## src/rtl/pf_ccc_dri_master.sv

```systemverilog
// Fabric-side initiator for the PolarFire CCC/PLL dynamic reconfiguration interface:
// turns one host request into one DRI transaction and returns a response on ack or timeout.
module pf_ccc_dri_master #(
    parameter int unsigned TIMEOUT_CYCLES   = 255,
    parameter int unsigned ARST_HOLD_CYCLES = 16
) (
    input  logic        CLK,
    input  logic        RESET,
    input  logic        REQ_VALID,
    output logic        REQ_READY,
    input  logic        REQ_WRITE,
    input  logic [7:0]  REQ_ADDR,
    input  logic [31:0] REQ_WDATA,
    output logic        RSP_VALID,
    input  logic        RSP_READY,
    output logic [31:0] RSP_RDATA,
    output logic        RSP_ERR,
    output logic [10:0] DRI_CTRL,
    output logic [32:0] DRI_WDATA,
    output logic        DRI_ARST_N,
    input  logic [32:0] DRI_RDATA,
    input  logic        DRI_INTERRUPT,
    output logic        IRQ_PENDING,
    input  logic        IRQ_CLEAR,
    output logic [7:0]  IRQ_COUNT
);

    typedef enum logic [2:0] {
        ST_ARST,
        ST_IDLE,
        ST_ISSUE,
        ST_WAIT_ACK,
        ST_RESP
    } state_t;

    localparam logic [7:0]  HOLD_LAST = 8'(ARST_HOLD_CYCLES - 1);
    localparam logic [15:0] TMO_LAST  = 16'(TIMEOUT_CYCLES - 1);

    state_t      state;
    logic [7:0]  hold_cnt;
    logic [15:0] tmo_cnt;
    logic        irq_prev;
    logic        irq_edge;

    function automatic logic [7:0] sat_inc8(input logic [7:0] v);
        return (v == 8'hFF) ? v : v + 8'd1;
    endfunction

    assign irq_edge = DRI_INTERRUPT & ~irq_prev;

    // DRI_CTRL doubles as the latched request: addr/WR/RD stay put through WAIT_ACK.
    always_ff @(posedge CLK) begin
        if (RESET) begin
            state      <= ST_ARST;
            hold_cnt   <= '0;
            tmo_cnt    <= '0;
            REQ_READY  <= 1'b0;
            RSP_VALID  <= 1'b0;
            RSP_RDATA  <= '0;
            RSP_ERR    <= 1'b0;
            DRI_CTRL   <= '0;
            DRI_WDATA  <= '0;
            DRI_ARST_N <= 1'b0;
        end else begin
            case (state)
                ST_ARST: begin
                    if (hold_cnt == HOLD_LAST) begin
                        DRI_ARST_N <= 1'b1;
                        REQ_READY  <= 1'b1;
                        state      <= ST_IDLE;
                    end else begin
                        hold_cnt <= hold_cnt + 8'd1;
                    end
                end
                ST_IDLE: begin
                    if (REQ_VALID && REQ_READY) begin
                        DRI_CTRL  <= {REQ_ADDR, REQ_WRITE, ~REQ_WRITE, 1'b1};
                        DRI_WDATA <= {1'b0, REQ_WDATA};
                        REQ_READY <= 1'b0;
                        state     <= ST_ISSUE;
                    end
                end
                ST_ISSUE: begin
                    DRI_CTRL[0] <= 1'b0;
                    tmo_cnt     <= '0;
                    state       <= ST_WAIT_ACK;
                end
                ST_WAIT_ACK: begin
                    // An ack on the terminal count still completes successfully.
                    if (DRI_RDATA[32]) begin
                        RSP_RDATA <= DRI_CTRL[2] ? 32'd0 : DRI_RDATA[31:0];
                        RSP_ERR   <= 1'b0;
                        RSP_VALID <= 1'b1;
                        DRI_CTRL  <= '0;
                        state     <= ST_RESP;
                    end else if (tmo_cnt == TMO_LAST) begin
                        RSP_RDATA <= '0;
                        RSP_ERR   <= 1'b1;
                        RSP_VALID <= 1'b1;
                        DRI_CTRL  <= '0;
                        state     <= ST_RESP;
                    end else begin
                        tmo_cnt <= tmo_cnt + 16'd1;
                    end
                end
                ST_RESP: begin
                    if (RSP_READY) begin
                        RSP_VALID <= 1'b0;
                        REQ_READY <= 1'b1;
                        state     <= ST_IDLE;
                    end
                end
                default: state <= ST_ARST;
            endcase
        end
    end

    // Interrupt tracking is independent of the transaction FSM; a new edge beats a clear.
    always_ff @(posedge CLK) begin
        if (RESET) begin
            irq_prev    <= 1'b0;
            IRQ_PENDING <= 1'b0;
            IRQ_COUNT   <= '0;
        end else begin
            irq_prev <= DRI_INTERRUPT;
            if (irq_edge) begin
                IRQ_PENDING <= 1'b1;
                IRQ_COUNT   <= sat_inc8(IRQ_COUNT);
            end else if (IRQ_CLEAR) begin
                IRQ_PENDING <= 1'b0;
            end
        end
    end

endmodule

```

## config.mk

```make
export PLATFORM = sky130hd
export DESIGN_NAME = pf_ccc_dri_master
export DESIGN_NICKNAME = d
export VERILOG_FILES = /design/src/rtl/pf_ccc_dri_master.sv
export SDC_FILE = /design/constraint.sdc
export NUM_CORES = 1
export LEC_CHECK = 0
export BUFFER_PORTS_ARGS = -buffer_cell sky130_fd_sc_hd__buf_2
export CAP_MARGIN = 20
export CORE_MARGIN = 4
export CORE_UTILIZATION = 40
export DETAILED_ROUTE_END_ITERATION = 12
export PLACE_DENSITY = 0.67
export SKIP_CTS_REPAIR_TIMING = 1
export SLEW_MARGIN = 20
export SYNTH_ARGS = -nofsm -noshare
export SYNTH_HDL_FRONTEND = slang
export SYNTH_SLANG_ARGS = --single-unit
```

## constraint.sdc

```tcl
create_clock -name CLK -period 2.5 [get_ports CLK]
set_input_delay 0.5 -clock CLK [delete_from_list [all_inputs] [get_ports CLK]]
set_output_delay 0.5 -clock CLK [all_outputs]
set_load 0.03 [all_outputs]
```

# Yosys cells after proc, flatten, opt, wreduce, memory -nomap -nowiden
# Cells that the tools add are included.
# classes
n_eq_ne	13
bitwise_logic	5
n_addsub	3
mux	28
reduce_logical	20
# op_table
cell	count
two-way mux 32 bit	3
two-way mux 11 bit	3
two-way mux 16 bit	2
one-hot mux 16 bit (2 select lines)	1
one-hot mux 10 bit (2 select lines)	1
adder 16 x 1 -> 16 bit (second input constant)	1
adder 8 x 1 -> 8 bit (second input constant)	2
== test 16 x 8 -> 1 bit (second input constant)	1
two-way mux 3 bit	5
one-hot mux 3 bit (5 select lines)	1
AND reduction 3 bit	4
inequality test 2 bit (second input constant)	5
AND reduction 2 bit	5
nonzero test 2 bit	5
two-way mux 1 bit	9
== test 8 x 4 -> 1 bit (second input constant)	1
== test 8 bit (second input constant)	1
AND reduction 4 bit	2
== test 3 x 2 -> 1 bit (second input constant)	2
one-hot mux 1 bit (3 select lines)	2
nonzero test 3 bit	2
NOT 1 bit	4
== test 3 x 1 -> 1 bit (second input constant)	1
== test 3 bit (second input constant)	1
5 further kinds	5
# word_totals
wordCells	83
register_bits	116
in_bits	80
output_inout_bits	89

# Logic depth before layout (Yosys ltp)
# logic_depth
ltp_word	4
depth_mapped	7
depth_no_buf	6

# Worst setup path after synthesis
# OpenSTA, ideal clock, no wires.
# synth_path
path_type	reg2reg
start	reg tmo_cnt[0]
end	reg RSP_RDATA[0]
stages_incl_launch_ff	8
synth_period_minus_slack_ns	2.007
arrival_ns	1.890
setup_time_ns	0.117
required_time_ns	2.383
setup_slack_ns	0.493
n_path_buf	1
cell_sequence	dfxtp_1 > inv_1 > ha_1 > or4b_4 > o41ai_4 > a21oi_2 > buf_6 > a22o_1
# synth_between
elab_chain_len	3
# synth_lines
item	line_no	text
start, declared	41	logic [15:0] tmo_cnt;
start signal, assigned	103	tmo_cnt <= tmo_cnt + 16'd1;
== test 16 x 8 -> 1 bit	96	end else if (tmo_cnt == TMO_LAST) begin
nonzero test 2 bit (no line)	--	
AND reduction 2 bit (no line)	--	
end signal, assigned	91	RSP_RDATA <= DRI_CTRL[2] ? 32'd0 : DRI_RDATA[31:0];
end, declared	16	output logic [31:0] RSP_RDATA,
# Every way passes these cells.
# A chain may end at the register's enable or synchronous reset.

# Final worst setup path
# layout_path
start	reg tmo_cnt[0]
end	reg DRI_CTRL[1]
# layout_between
elab_chain_len	3
# layout_lines
item	line_no	text
== test 16 x 8 -> 1 bit	96	
inequality test 3 bit (no line)	--	
AND reduction 3 bit (no line)	--	
end signal, assigned	77	DRI_CTRL <= {REQ_ADDR, REQ_WRITE, ~REQ_WRITE, 1'b1};
end, declared	18	output logic [10:0] DRI_CTRL,
# Every way passes these cells.

==> flow_summary.ini <==
[critical_path]
critical_path.slowest_cell = or4b_4
crit_cells = 6
regToRegEndpoint = DRI_CTRL[1]
path_cells = inv_1 -> ha_1 -> or4b_4 -> o41a_1 -> nor2_2 -> a2111oi_0
worstPathMaxFanout = 10
critPathMaxStageDelay_ns = 0.49
worstPathArrival_ns = 2.51
cp.required_ns = 2.76
critPathLaunch = tmo_cnt[0]
r2r_slack_ns = 0.24
crit_end = DRI_CTRL[1]
crit_family = simple AND/OR/NAND/NOR gates
cp-end-kind = flop
crit_buf_inv = 1
criticalPathCategory = flop to flop
r2r-start = tmo_cnt[0]
cp-start-kind = flop
reg2regPathDepth = 6

[detailed_routing]
postRouteAntennaNets = 0
drcViolationCount = 0
first_pass_iters = 4
drt_iter0_drc = 256
wirelength_mm = 12.9
wire_per_inst_um = 15.6
vias = 4380
routed_via_density = 5.30

[yosys]
yosysSeqAreaShare_pct = 50.5
yosysUniqueCellTypes = 57
synth.avg_cell_area_um2 = 9.00
synth_edf_count = 0
yosys_register_bits = 116
synthArstFlopShare_pct = 0
synth_nets = 595
syn_area_um2 = 4600
ys.warnings.count = 0
postSynthCellCount = 511
ys.flop_type = dfxtp_1

[clocking]
cts_buffers = 17
cts_buffer_depth = 2
numClockSinks = 116
cts_max_level = 4
path_clk_slew_ns = 0.05
cts_tree = yes
clock_latency_ns = 0.41
root_buffer = clkbuf_16

[finish]
fill_cells = 1034
final_nets = 758
area_growth_pct = 33.1
diodes = 0
drive_above_1_share_pct = 31.5
final_util_pct = 55.5

[timing]
slew_headroom_pct = 59.8
fin_tns_setup_ns = 0
skew_ns = 0.00803
period_share_pct = 90.2
hold_slack_ns = 0.299
worstMarginPinSlew_ns = 0.601
hold_viol = 0
final_max_slew_viol_count = 0
setup_viol = 0
max_freq_ghz = 0.443
rsz0062_at_grt = no
layout_setup_ws_ns = 0.245
fin_crit_ns = 2.26

[floorplanning]
fp.dieArea_um2 = 13300
die_h_um = 115
initial_core_util_pct = 41.7
pin_count = 169
coreArea_um2 = 11000
fp-row-count = 38
die_w_um = 115

[grt]
overflow = 0
grt_max_degree = 53
grt_pass1_wl_mm = 20.3
track_usage_pct = 19.4
antenna_found_initial = 0
grt_pass1_vias = 4091

[place]
place_congestion = 0.869
port_buffers = 167
dpl_worst_slack_ns = 0.257
dp.final_hpwl_mm = 9.10

[run_status]
status = completed

[pwr]
p_leak_nw = 2.65
powerDensity_nw_per_um2 = 723
ir_drop_mv = 0.512

[hold_path]
hp-class = input pin to flop

[run]
cap_violations = 0
## per-stage QoR
step                      instances  area (um^2)  power [mW]
after detailed placement        795         5540        2.06
after floorplan                 511         4600        1.98
after global placement          795         5540        2.06
after global routing            826         6120        4.58
after CTS                       826         6120        4.47
final                           826         6120        4.42
## registers in the layout, indices dropped and copies added, names as in the netlist, 3 cells and up
signal / flops
IRQ_COUNT: 8
state: 3
RSP_RDATA: 32
DRI_CTRL: 11
DRI_WDATA: 32
hold_cnt: 8
tmo_cnt: 16
## layout make-up
class	instances	area (um^2)	share of cell area, %
flip-flops and latches	116	2320	38.0
multi-input cells	353	2090	34.2
clock buffers	21	450	7.36
inverters	9	33.8	0.552
clock inverters	10	131	2.15
repair buffers	177	911	14.9
well taps	140	175	2.86
## layer usage
layer	track usage, %	vias to the layer above	share of wire (%)
met5	0	-	0
met4	8.29	0	1.5
met3	7.16	17	8.8
met2	30.4	153	47
met1	23.9	2040	42
li1	-	2170	-
## cell usage in the layout, fill, tap and decap left out, drive strengths merged, types with 5 or more instances in the layout
cell,netlist,routed
and4,5,5
a31oi,5,5
nor4,17,17
clkinv,0,5
o21ai,11,11
mux2i,5,5
nand2,83,83
dfxtp,116,116
xor2,7,7
inv,9,10
o211ai,5,5
clkbuf,21,21
nand4,12,12
nand3,15,15
nand3b,5,5
or4,6,6
or3,6,6
a22o,32,32
a21oi,47,47
nor2,43,43
buf,12,177
## logic make-up (layout without fill, tap and decap cells)
logic type	after synthesis	after routing	synth area share, %
buffers and inverters	42	217	4.11
XOR/XNOR	8	8	1.52
AO/OA/AOI/OAI	125	125	19.1
multiplexers	5	5	1.09
other	1	1	0.0816
AND/OR/NAND/NOR	210	210	22.5
flip-flops	116	116	50.5
adder cells (fa/ha/maj)	4	4	1.09
## power breakdown
group,switching (mW),internal (mW)
combinational,0.0875,0.0672
clock,0.819,1.58
sequential,0.0102,1.86
total,0.917,3.51
## worst min path at each step
stage / start / end / slack [ns] / depth (start not counted)
finish: DRI_RDATA[20] / RSP_RDATA[20] / 0.30 / 2
global route: DRI_RDATA[20] / RSP_RDATA[20] / 0.29 / 2
CTS: DRI_RDATA[20] / RSP_RDATA[20] / 0.28 / 2
detailed placement: DRI_WDATA[1] / DRI_WDATA[1] / 0.44 / 2
global placement: DRI_WDATA[27] / DRI_WDATA[27] / 0.44 / 2
floorplan: hold_cnt[7] / hold_cnt[7] / 0.45 / 2
## cell usage after synthesis, types with 2 or more instances
| library cell | n | area [um^2] |
|---|---|---|
| a2111oi_0 | 2 | 17.5 |
| a21boi_0 | 4 | 30.0 |
| a21oi_1 | 46 | 230 |
| a22o_1 | 32 | 280 |
| a31oi_1 | 5 | 31.3 |
| and2_1 | 2 | 12.5 |
| and3_1 | 4 | 25.0 |
| and4_1 | 5 | 43.8 |
| buf_1 | 6 | 22.5 |
| buf_4 | 2 | 15.0 |
| buf_6 | 3 | 33.8 |
| clkbuf_1 | 21 | 78.8 |
| dfxtp_1 | 116 | 2320 |
| ha_1 | 4 | 50.1 |
| inv_1 | 9 | 33.8 |
| mux2i_1 | 5 | 50.1 |
| nand2_1 | 83 | 312 |
| nand3_1 | 15 | 75.1 |
| nand3b_1 | 5 | 37.5 |
| nand4_1 | 12 | 75.1 |
| nor2_1 | 42 | 158 |
| nor2b_1 | 4 | 25.0 |
| nor4_1 | 17 | 106 |
| o211ai_1 | 5 | 37.5 |
| o21ai_0 | 9 | 45.0 |
| o21ai_1 | 2 | 10.0 |
| o221ai_1 | 2 | 17.5 |
| o311ai_0 | 2 | 17.5 |
| o31ai_1 | 4 | 30.0 |
| or3_1 | 5 | 31.3 |
| or4_1 | 6 | 45.0 |
| xor2_1 | 7 | 61.3 |
No activity file was read; power rests on OpenSTA's default activity.
